**src/rtl/wci_timeout_guard.sv**
```systemverilog
// wci_timeout_guard: single-outstanding WCI request guard that turns a silent target into an ERR response; statistics built only with WCI_GUARD_STATS_EN
module wci_timeout_guard #(
  parameter int unsigned TIMEOUT = 1024,
  parameter logic [31:0] TIMEOUT_DATA = 32'hDEAD_0BAD
) (
  input  logic        CLK,
  input  logic        RST,
  input  logic        wciS0_MReset_n,
  input  logic [2:0]  wciS0_MCmd,
  input  logic        wciS0_MAddrSpace,
  input  logic [3:0]  wciS0_MByteEn,
  input  logic [19:0] wciS0_MAddr,
  input  logic [31:0] wciS0_MData,
  output logic [1:0]  wciS0_SResp,
  output logic [31:0] wciS0_SData,
  output logic        wciS0_SThreadBusy,
  output logic [1:0]  wciS0_SFlag,
  input  logic [1:0]  wciS0_MFlag,
  output logic        wciM0_MReset_n,
  output logic [2:0]  wciM0_MCmd,
  output logic        wciM0_MAddrSpace,
  output logic [3:0]  wciM0_MByteEn,
  output logic [19:0] wciM0_MAddr,
  output logic [31:0] wciM0_MData,
  input  logic [1:0]  wciM0_SResp,
  input  logic [31:0] wciM0_SData,
  input  logic        wciM0_SThreadBusy,
  input  logic [1:0]  wciM0_SFlag,
  output logic [1:0]  wciM0_MFlag,
  input  logic        stats_clear,
  output logic        timeout_sticky,
  output logic [7:0]  timeout_count,
  output logic [19:0] timeout_addr
);
  typedef enum logic [1:0] {IDLE, BUSY, DRAIN} state_t;
  localparam logic [15:0] LIMIT = 16'(TIMEOUT - 1);
  state_t state, state_nxt;
  logic [15:0] cnt;
  logic flush, accept, resp_seen, at_limit, fwd, timeout_evt;
  assign flush = RST | ~wciS0_MReset_n;
  assign wciM0_MReset_n = wciS0_MReset_n & ~RST;
  assign wciS0_SThreadBusy = (state != IDLE) | wciM0_SThreadBusy | ~wciS0_MReset_n;
  assign wciS0_SFlag = wciM0_SFlag;
  assign wciM0_MFlag = wciS0_MFlag;
  assign accept = (state == IDLE) && (wciS0_MCmd != 3'd0) && !wciS0_SThreadBusy;
  assign resp_seen = wciM0_SResp != 2'd0;
  assign at_limit = cnt == LIMIT;
  assign fwd = (state == BUSY) && resp_seen;
  // Next state; a link reset abandons whatever is in flight, a response beats the limit
  always_comb begin
    state_nxt = state;
    timeout_evt = 1'b0;
    if (!wciS0_MReset_n) state_nxt = IDLE;
    else
      case (state)
        IDLE: state_nxt = accept ? BUSY : IDLE;
        BUSY: begin
          state_nxt = resp_seen ? IDLE : at_limit ? DRAIN : BUSY;
          timeout_evt = !resp_seen && at_limit;
        end
        DRAIN: state_nxt = (resp_seen || at_limit) ? IDLE : DRAIN;
        default: state_nxt = IDLE;
      endcase
  end
  // State register
  always_ff @(posedge CLK)
    if (RST) state <= IDLE;
    else state <= state_nxt;
  // Wait counter runs only while staying in BUSY or DRAIN, so every entry starts at zero
  always_ff @(posedge CLK)
    if (RST) cnt <= '0;
    else cnt <= (state_nxt == state && state != IDLE) ? cnt + 16'd1 : '0;
  // Downstream request: command pulses for one cycle, fields held for the timeout record
  always_ff @(posedge CLK)
    if (flush) begin
      wciM0_MCmd <= '0;
      wciM0_MAddrSpace <= '0;
      wciM0_MByteEn <= '0;
      wciM0_MAddr <= '0;
      wciM0_MData <= '0;
    end else if (accept) begin
      wciM0_MCmd <= wciS0_MCmd;
      wciM0_MAddrSpace <= wciS0_MAddrSpace;
      wciM0_MByteEn <= wciS0_MByteEn;
      wciM0_MAddr <= wciS0_MAddr;
      wciM0_MData <= wciS0_MData;
    end else wciM0_MCmd <= 3'd0;
  // Upstream response: forwarded target response or synthesized ERR, always a single cycle
  always_ff @(posedge CLK)
    if (flush) begin
      wciS0_SResp <= '0;
      wciS0_SData <= '0;
    end else begin
      wciS0_SResp <= fwd ? wciM0_SResp : timeout_evt ? 2'd3 : 2'd0;
      wciS0_SData <= fwd ? wciM0_SData : timeout_evt ? TIMEOUT_DATA : '0;
    end
`ifdef WCI_GUARD_STATS_EN
  // Timeout statistics; a clear wins over a timeout in the same cycle
  always_ff @(posedge CLK)
    if (RST || stats_clear) begin
      timeout_sticky <= 1'b0;
      timeout_count <= '0;
      timeout_addr <= '0;
    end else if (timeout_evt) begin
      timeout_sticky <= 1'b1;
      timeout_count <= (timeout_count == 8'hFF) ? timeout_count : timeout_count + 8'd1;
      timeout_addr <= wciM0_MAddr;
    end
`else
  logic unused_stats_clear;
  assign unused_stats_clear = stats_clear;
  assign timeout_sticky = 1'b0;
  assign timeout_count = '0;
  assign timeout_addr = '0;
`endif
endmodule

```
**config.mk**
```make
export PLATFORM = sky130hd
export DESIGN_NAME = wci_timeout_guard
export DESIGN_NICKNAME = d
export VERILOG_FILES = /design/src/rtl/wci_timeout_guard.sv
export SDC_FILE = /design/constraint.sdc
export NUM_CORES = 1
export LEC_CHECK = 0
export CAP_MARGIN = 20
export CORE_MARGIN = 5
export CORE_UTILIZATION = 35
export CTS_BUF_LIST = sky130_fd_sc_hd__clkbuf_8
export DETAILED_ROUTE_END_ITERATION = 6
export PLACE_DENSITY = 0.85
export SYNTH_ARGS = -nofsm -noshare
export SYNTH_HDL_FRONTEND = slang
export SYNTH_SLANG_ARGS = --single-unit
```
**constraint.sdc**
```tcl
create_clock -name CLK -period 1.8 [get_ports CLK]
set_input_delay 0.36 -clock CLK [delete_from_list [all_inputs] [get_ports CLK]]
set_output_delay 0.36 -clock CLK [all_outputs]
set_load 0.05 [all_outputs]
```
# --- Yosys cells after proc, flatten, opt, wreduce, memory -nomap -nowiden ---
# Cells that the tools add are included.
op_classes:
  addsub: 1
  eq_ne: 4
  muxes: 12
  n_bitwise: 8
  n_reduce_logical: 14
op_table:
  columns: ["cell", "n"]
  rows:
  - ["$mux 32", 2]
  - ["$add 16x1->16 const B", 1]
  - ["$eq 16x10->1 const B", 1]
  - ["$mux 2", 6]
  - ["$pmux 2 s3", 1]
  - ["$logic_and 1x1->1", 5]
  - ["$not 1->1", 4]
  - ["$reduce_bool 2->1", 2]
  - ["$reduce_or 2->1", 2]
  - ["$mux 1", 3]
  - ["$or 1x1->1", 3]
  - ["$reduce_bool 3->1", 1]
  - ["$eq 2x1->1 const B", 1]
  - ["$eq 2x2->1", 1]
  - ["$eq 2x2->1 const B", 1]
  - ["$logic_not 1->1", 2]
  - ["$logic_not 2->1", 1]
  - ["$and 1x1->1", 1]
  - ["$logic_or 1x1->1", 1]
totals:
  reg_bits: 112
  in_bits: 103
  output_inout_bits: 129

# --- Depth between registers and ports, before layout ---
depth:
  ltp_word: 12
  depth_mapped: 8
  ltp_nobuf: 5

# --- Worst setup path before layout ---
# No wires, ideal clock.
synth_path:
  path_type: "flip-flop to flip-flop"
  startpoint: "reg state[1]"
  endpoint: "reg wciM0_MData[10]"
  setup_ns: 0.070
  t_arrival_ns: 1.976
  slack_ns: -0.247
  path_stages_with_launch: 8
  period_less_slack_ns: 2.047
  cell_sequence: "dfxtp_1 -> nor4b_1 -> inv_1 -> nor2_1 -> buf_2 -> buf_2 -> nand2_1 -> a21oi_1"
synth_between:
  elab_chain_len: 5
  elab_cells_between_ends: 7
  cone_classes: "bitwise: 2; reduce/logical: 5"
synth_lines:
  columns: ["element", "line", "text"]
  rows:
  - ["start: declaration", "37", "state_t state, state_nxt;"]
  - ["start signal: assignment", "68", "else state <= state_nxt;"]
  - ["$reduce_bool 2->1", "42", "assign wciS0_SThreadBusy = (state != IDLE) | wciM0_SThreadBusy | ~wciS0_MReset_n;"]
  - ["$or 1x1->1 (2 in a row)", "42", null]
  - ["named net wciS0_SThreadBusy", "16", "output logic wciS0_SThreadBusy,"]
  - ["$logic_not 1->1", "45", "assign accept = (state == IDLE) && (wciS0_MCmd != 3'd0) && !wciS0_SThreadBusy;"]
  - ["$logic_and 1x1->1", "45", null]
  - ["end signal: assignment", "86", "wciM0_MData <= wciS0_MData;"]
  - ["end: declaration", "24", "output logic [31:0] wciM0_MData,"]
# The timed path passes the listed nets, and every way through them passes these cells.
# A chain may end at the register's enable or synchronous reset.

# --- Worst setup path after layout ---
layout_path:
  startpoint: "reg cnt[14]"
  endpoint: "reg wciS0_SData[31]"
layout_between:
  elab_chain_len: 6
layout_lines:
  columns: ["element", "line", "text"]
  rows:
  - ["start: declaration", "38", "logic [15:0] cnt;"]
  - ["start signal: assignment", "72", "else cnt <= (state_nxt == state && state != IDLE) ? cnt + 16'd1 : '0;"]
  - ["$eq 16x10->1", "47", "assign at_limit = cnt == LIMIT;"]
  - ["$logic_and 1x1->1", "59", "timeout_evt = !resp_seen && at_limit;"]
  - ["$mux 1", "55", "case (state)"]
  - ["$mux 1", "53", "if (!wciS0_MReset_n) state_nxt = IDLE;"]
  - ["$mux 32 (2 in a row)", "95", "wciS0_SData <= fwd ? wciM0_SData : timeout_evt ? TIMEOUT_DATA : '0;"]
  - ["end signal: assignment", "95", null]
  - ["end: declaration", "15", "output logic [31:0] wciS0_SData,"]
# Every way passes these cells.

==> results.sh <==
export IMPL_final_max_slew_viol_count=0
export IMPL_rrSetupSlack_ns=-0.08
export IMPL_ys_types=31
export IMPL_grt_pass1_wl_mm=18.8
export IMPL_setup_violations=39
export IMPL_syn_area_per_cell_um2=8.49
export IMPL_min_to="wciM0_MData[4]$_SDFFE_PN0N_"
export IMPL_clock_sinks=112
export IMPL_cpLargestDelayFamily="simple AND/OR/NAND/NOR gates"
export IMPL_grtUsageTotal_pct=16.4
export IMPL_vias_per_cell=4.58
export IMPL_min_period_ns=1.88
export IMPL_drive_gt1_share_pct=23.8
export IMPL_coreArea_um2=11400
export IMPL_p_per_area_nw_per_um2=736
export IMPL_synth_async_reset_ratio_pct=0
export IMPL_hold_viol=0
export IMPL_timing_final_crit_share_pct=104
export IMPL_synth_compound_area_share_pct=7.92
export IMPL_synth_top_flop_cell="dfxtp_1"
export IMPL_synth_adder_area_share_pct=0.307
export IMPL_r2r_end="wciS0_SData[31]$_SDFF_PN0_"
export IMPL_slowest_delay_ns=0.54
export IMPL_nNetsFinal=788
export IMPL_num_antenna_cells=0
export IMPL_crit_start="cnt[14]$_SDFF_PP0_"
export IMPL_synth_top_family_by_area="simple AND/OR/NAND/NOR gates"
export IMPL_min_path_cells=2
export IMPL_drt_pass1_iterations=5
export IMPL_max_freq_ghz=0.532
export IMPL_crit_slowest_cell="or4_4"
export IMPL_antenna_found_initial=0
export IMPL_path_buf_inv=1
export IMPL_tightest_slew_ns=0.652
export IMPL_path_class="flop to flop"
export IMPL_hold_path_class="flop to flop"
export IMPL_routabilityCongestion=0.753
export IMPL_power_leakage_nw=2.65
export IMPL_fillers=1029
export IMPL_vias=3813
export IMPL_die_area_um2=13900
export IMPL_yosys_area_share_simple_pct=24.0
export IMPL_initial_core_util_pct=35.7
export IMPL_clk_pin_slew_worst_paths_ns=0.11
export IMPL_syn_inst=480
export IMPL_die_h_um=118
export IMPL_setup_slack_ns=-0.0787
export IMPL_final_antenna_net_count=0
export IMPL_synth_area_mux_share_pct=0.246
export IMPL_reg2reg_depth=5
export IMPL_place_ws_ns=-0.215
export IMPL_synth_area_leaders="dfxtp_1 (55%), nand2_1 (14%), a21oi_1 (7.0%)"
export IMPL_globalRouteOverflowTotal=0
export IMPL_area_delta_synth_final_pct=52.7
export IMPL_syn_cell_area_um2=4070
export IMPL_yosysTopAreaCell="dfxtp_1"
export IMPL_yosysTopAreaCellShare_pct=55.0
export IMPL_status="finished, violations left"
export IMPL_drt_first_iter_violations=163
export IMPL_htree_levels=3
export IMPL_critical_path_required_ns=2.11
export IMPL_yosysWarnings=0
export IMPL_synth_seq_cells=112
export IMPL_io_buffers=193
export IMPL_min_from="wciM0_MData[4]$_SDFFE_PN0N_"
export IMPL_vdd_ir_drop_max_v=0.000530
export IMPL_skew_ns=0.0117
export IMPL_rsz0062_at_grt="yes"
export IMPL_reg2reg_from="cnt[14]$_SDFF_PP0_"
export IMPL_cp_depth=5
export IMPL_cts_buffer_depth=2
export IMPL_drc=0
export IMPL_die_w_um=118
export IMPL_relSlewSlack_pct=56.3
export IMPL_io_pins=232
export IMPL_post_synth_top_count_cell="nand2_1"
export IMPL_rows=39
export IMPL_crit_path_cell_trace="or4bb_1 -> or4_4 -> buf_6 -> nand2b_4 -> nand2_1"
export IMPL_clockRootBuffer="clkbuf_8"
export IMPL_worst_setup_path_start_kind="flop"
export IMPL_ys_top_cells_by_count="nand2_1 (157), dfxtp_1 (112), a21oi_1 (57)"
export IMPL_violations="setup timing"
export IMPL_crit_fanout=9
export IMPL_grt_pass1_vias=3902
export IMPL_grt_max_degree=48
export IMPL_insertion_delay_ns=0.36
export IMPL_crit_arrival_ns=2.19
export IMPL_end_kind="flop"
export IMPL_synth_xor_area_share_pct=3.01
export IMPL_finalSetupTns_ns=-1.31
export IMPL_wl_mm=11.6
export IMPL_synth_edff_count=0
export IMPL_ys_seq_area_share_pct=55.0
export IMPL_post_cts_buffers=0
export IMPL_tritoncts="yes"
export IMPL_cts_buffers=9
export IMPL_hpwlAfterDp_mm=8.78
export IMPL_wl_per_cell_um=14.0
export IMPL_cap_violations=0
[where the power goes]
| part | total, mW | internal, mW | switching [mW] |
|---|---|---|---|
| Combinational | 0.686 | 0.283 | 0.403 |
| Clock | 1.37 | 0.519 | 0.853 |
| Sequential | 2.52 | 2.51 | 0.0159 |
[repair_timing]
item / 4_1_cts / 5_1_grt
pin swaps: 3 / 1
cloned: 3 / 0
endpoints found under the setup margin: 39 / 40
gates resized for setup: 11 / 6
hold buffers: 0 / 0
[kinds of logic (layout without fill, tap and decap cells)]
group                      after synthesis  after routing
AOI/OAI and AO/OA                       62             62
xor gates and xnor gates                14             14
adders and majority gates                1              1
buffers and inverters                   63            242
DFF                                    112            112
muxes                                    1              1
other                                    1             29
and+or+nand+nor                        226            228
[through the flow]
step / instances / hold slack (ns) / total power, mW / util, % / area (um^2)
2_1_floorplan: 508 / 0.437 / 3.01 / - / 4210
3_3_place_gp: 813 / 0.443 / 3.26 / 52.3 / 5970
3_5_place_dp: 813 / 0.448 / 3.27 / 52.3 / 5970
4_1_cts: 832 / 0.464 / 4.66 / 54.4 / 6210
5_1_grt: 832 / 0.483 / 4.82 / 54.5 / 6220
6_report: 832 / 0.459 / 4.58 / 54.5 / 6220
[per-layer routing]
layer	wire, um	vias to the layer above	global-route usage [%]	part of all wire, %
met3	989	17	6.34	8.5
met5	0	-	0	0
met4	176	0	4.59	1.5
met1	4450	1757	17.5	38
li1	-	1883	-	-
met2	6020	156	29.7	52
[worst max-delay path by stage]
stage	endpoint	slack, ns
floorplan	wciS0_SData[16]$_SDFF_PN0_	-0.14
global placement	wciM0_MData[22]$_SDFFE_PN0N_	-0.13
detailed placement	wciM0_MAddr[1]$_SDFFE_PN0N_	-0.22
CTS	state[1]$_SDFF_PP0_	-0.07
global route	wciS0_SData[31]$_SDFF_PN0_	-0.13
finish	wciS0_SData[31]$_SDFF_PN0_	-0.08
[tightest hold or removal path: cells and delay by family (launching register included)]
kind	cells	cell delay [ns]
compound gates	1	0.05
simple gates	1	0.05
flops	1	0.32
[flip-flops by register name, indices dropped and copies added, names as in the netlist]
register          cells
wciM0_MData          32
wciS0_SData          32
wciM0_MAddr          20
cnt                  16
wciM0_MByteEn         4
wciM0_MCmd            3
state                 2
wciS0_SResp           2
wciM0_MAddrSpace      1
[layout make-up]
| class | instances | area (um^2) | area share [%] |
|---|---|---|---|
| clock buffers | 9 | 124 | 1.99 |
| clock inverters | 7 | 55.1 | 0.885 |
| inverters | 4 | 15.0 | 0.241 |
| multi-input cells | 335 | 1640 | 26.4 |
| flip-flops and latches | 112 | 2250 | 36.1 |
| well taps | 143 | 179 | 2.88 |
| repair buffers | 222 | 1960 | 31.5 |
[cells in the final DEF, fill, tap and decap left out, types with 5 or more instances in the layout]
cell type	Yosys	final
a21oi_1	57	57
and2_1	13	13
and3_1	5	5
buf_4	33	119
clkbuf_8	0	9
clkdlybuf4s50_1	0	97
conb_1	1	29
dfxtp_1	112	109
nand2_1	157	146
nand2_2	0	10
nor2_1	23	22
nor4_1	5	5
xnor2_1	10	10
Note: power is estimated with default switching activity, not from simulation.
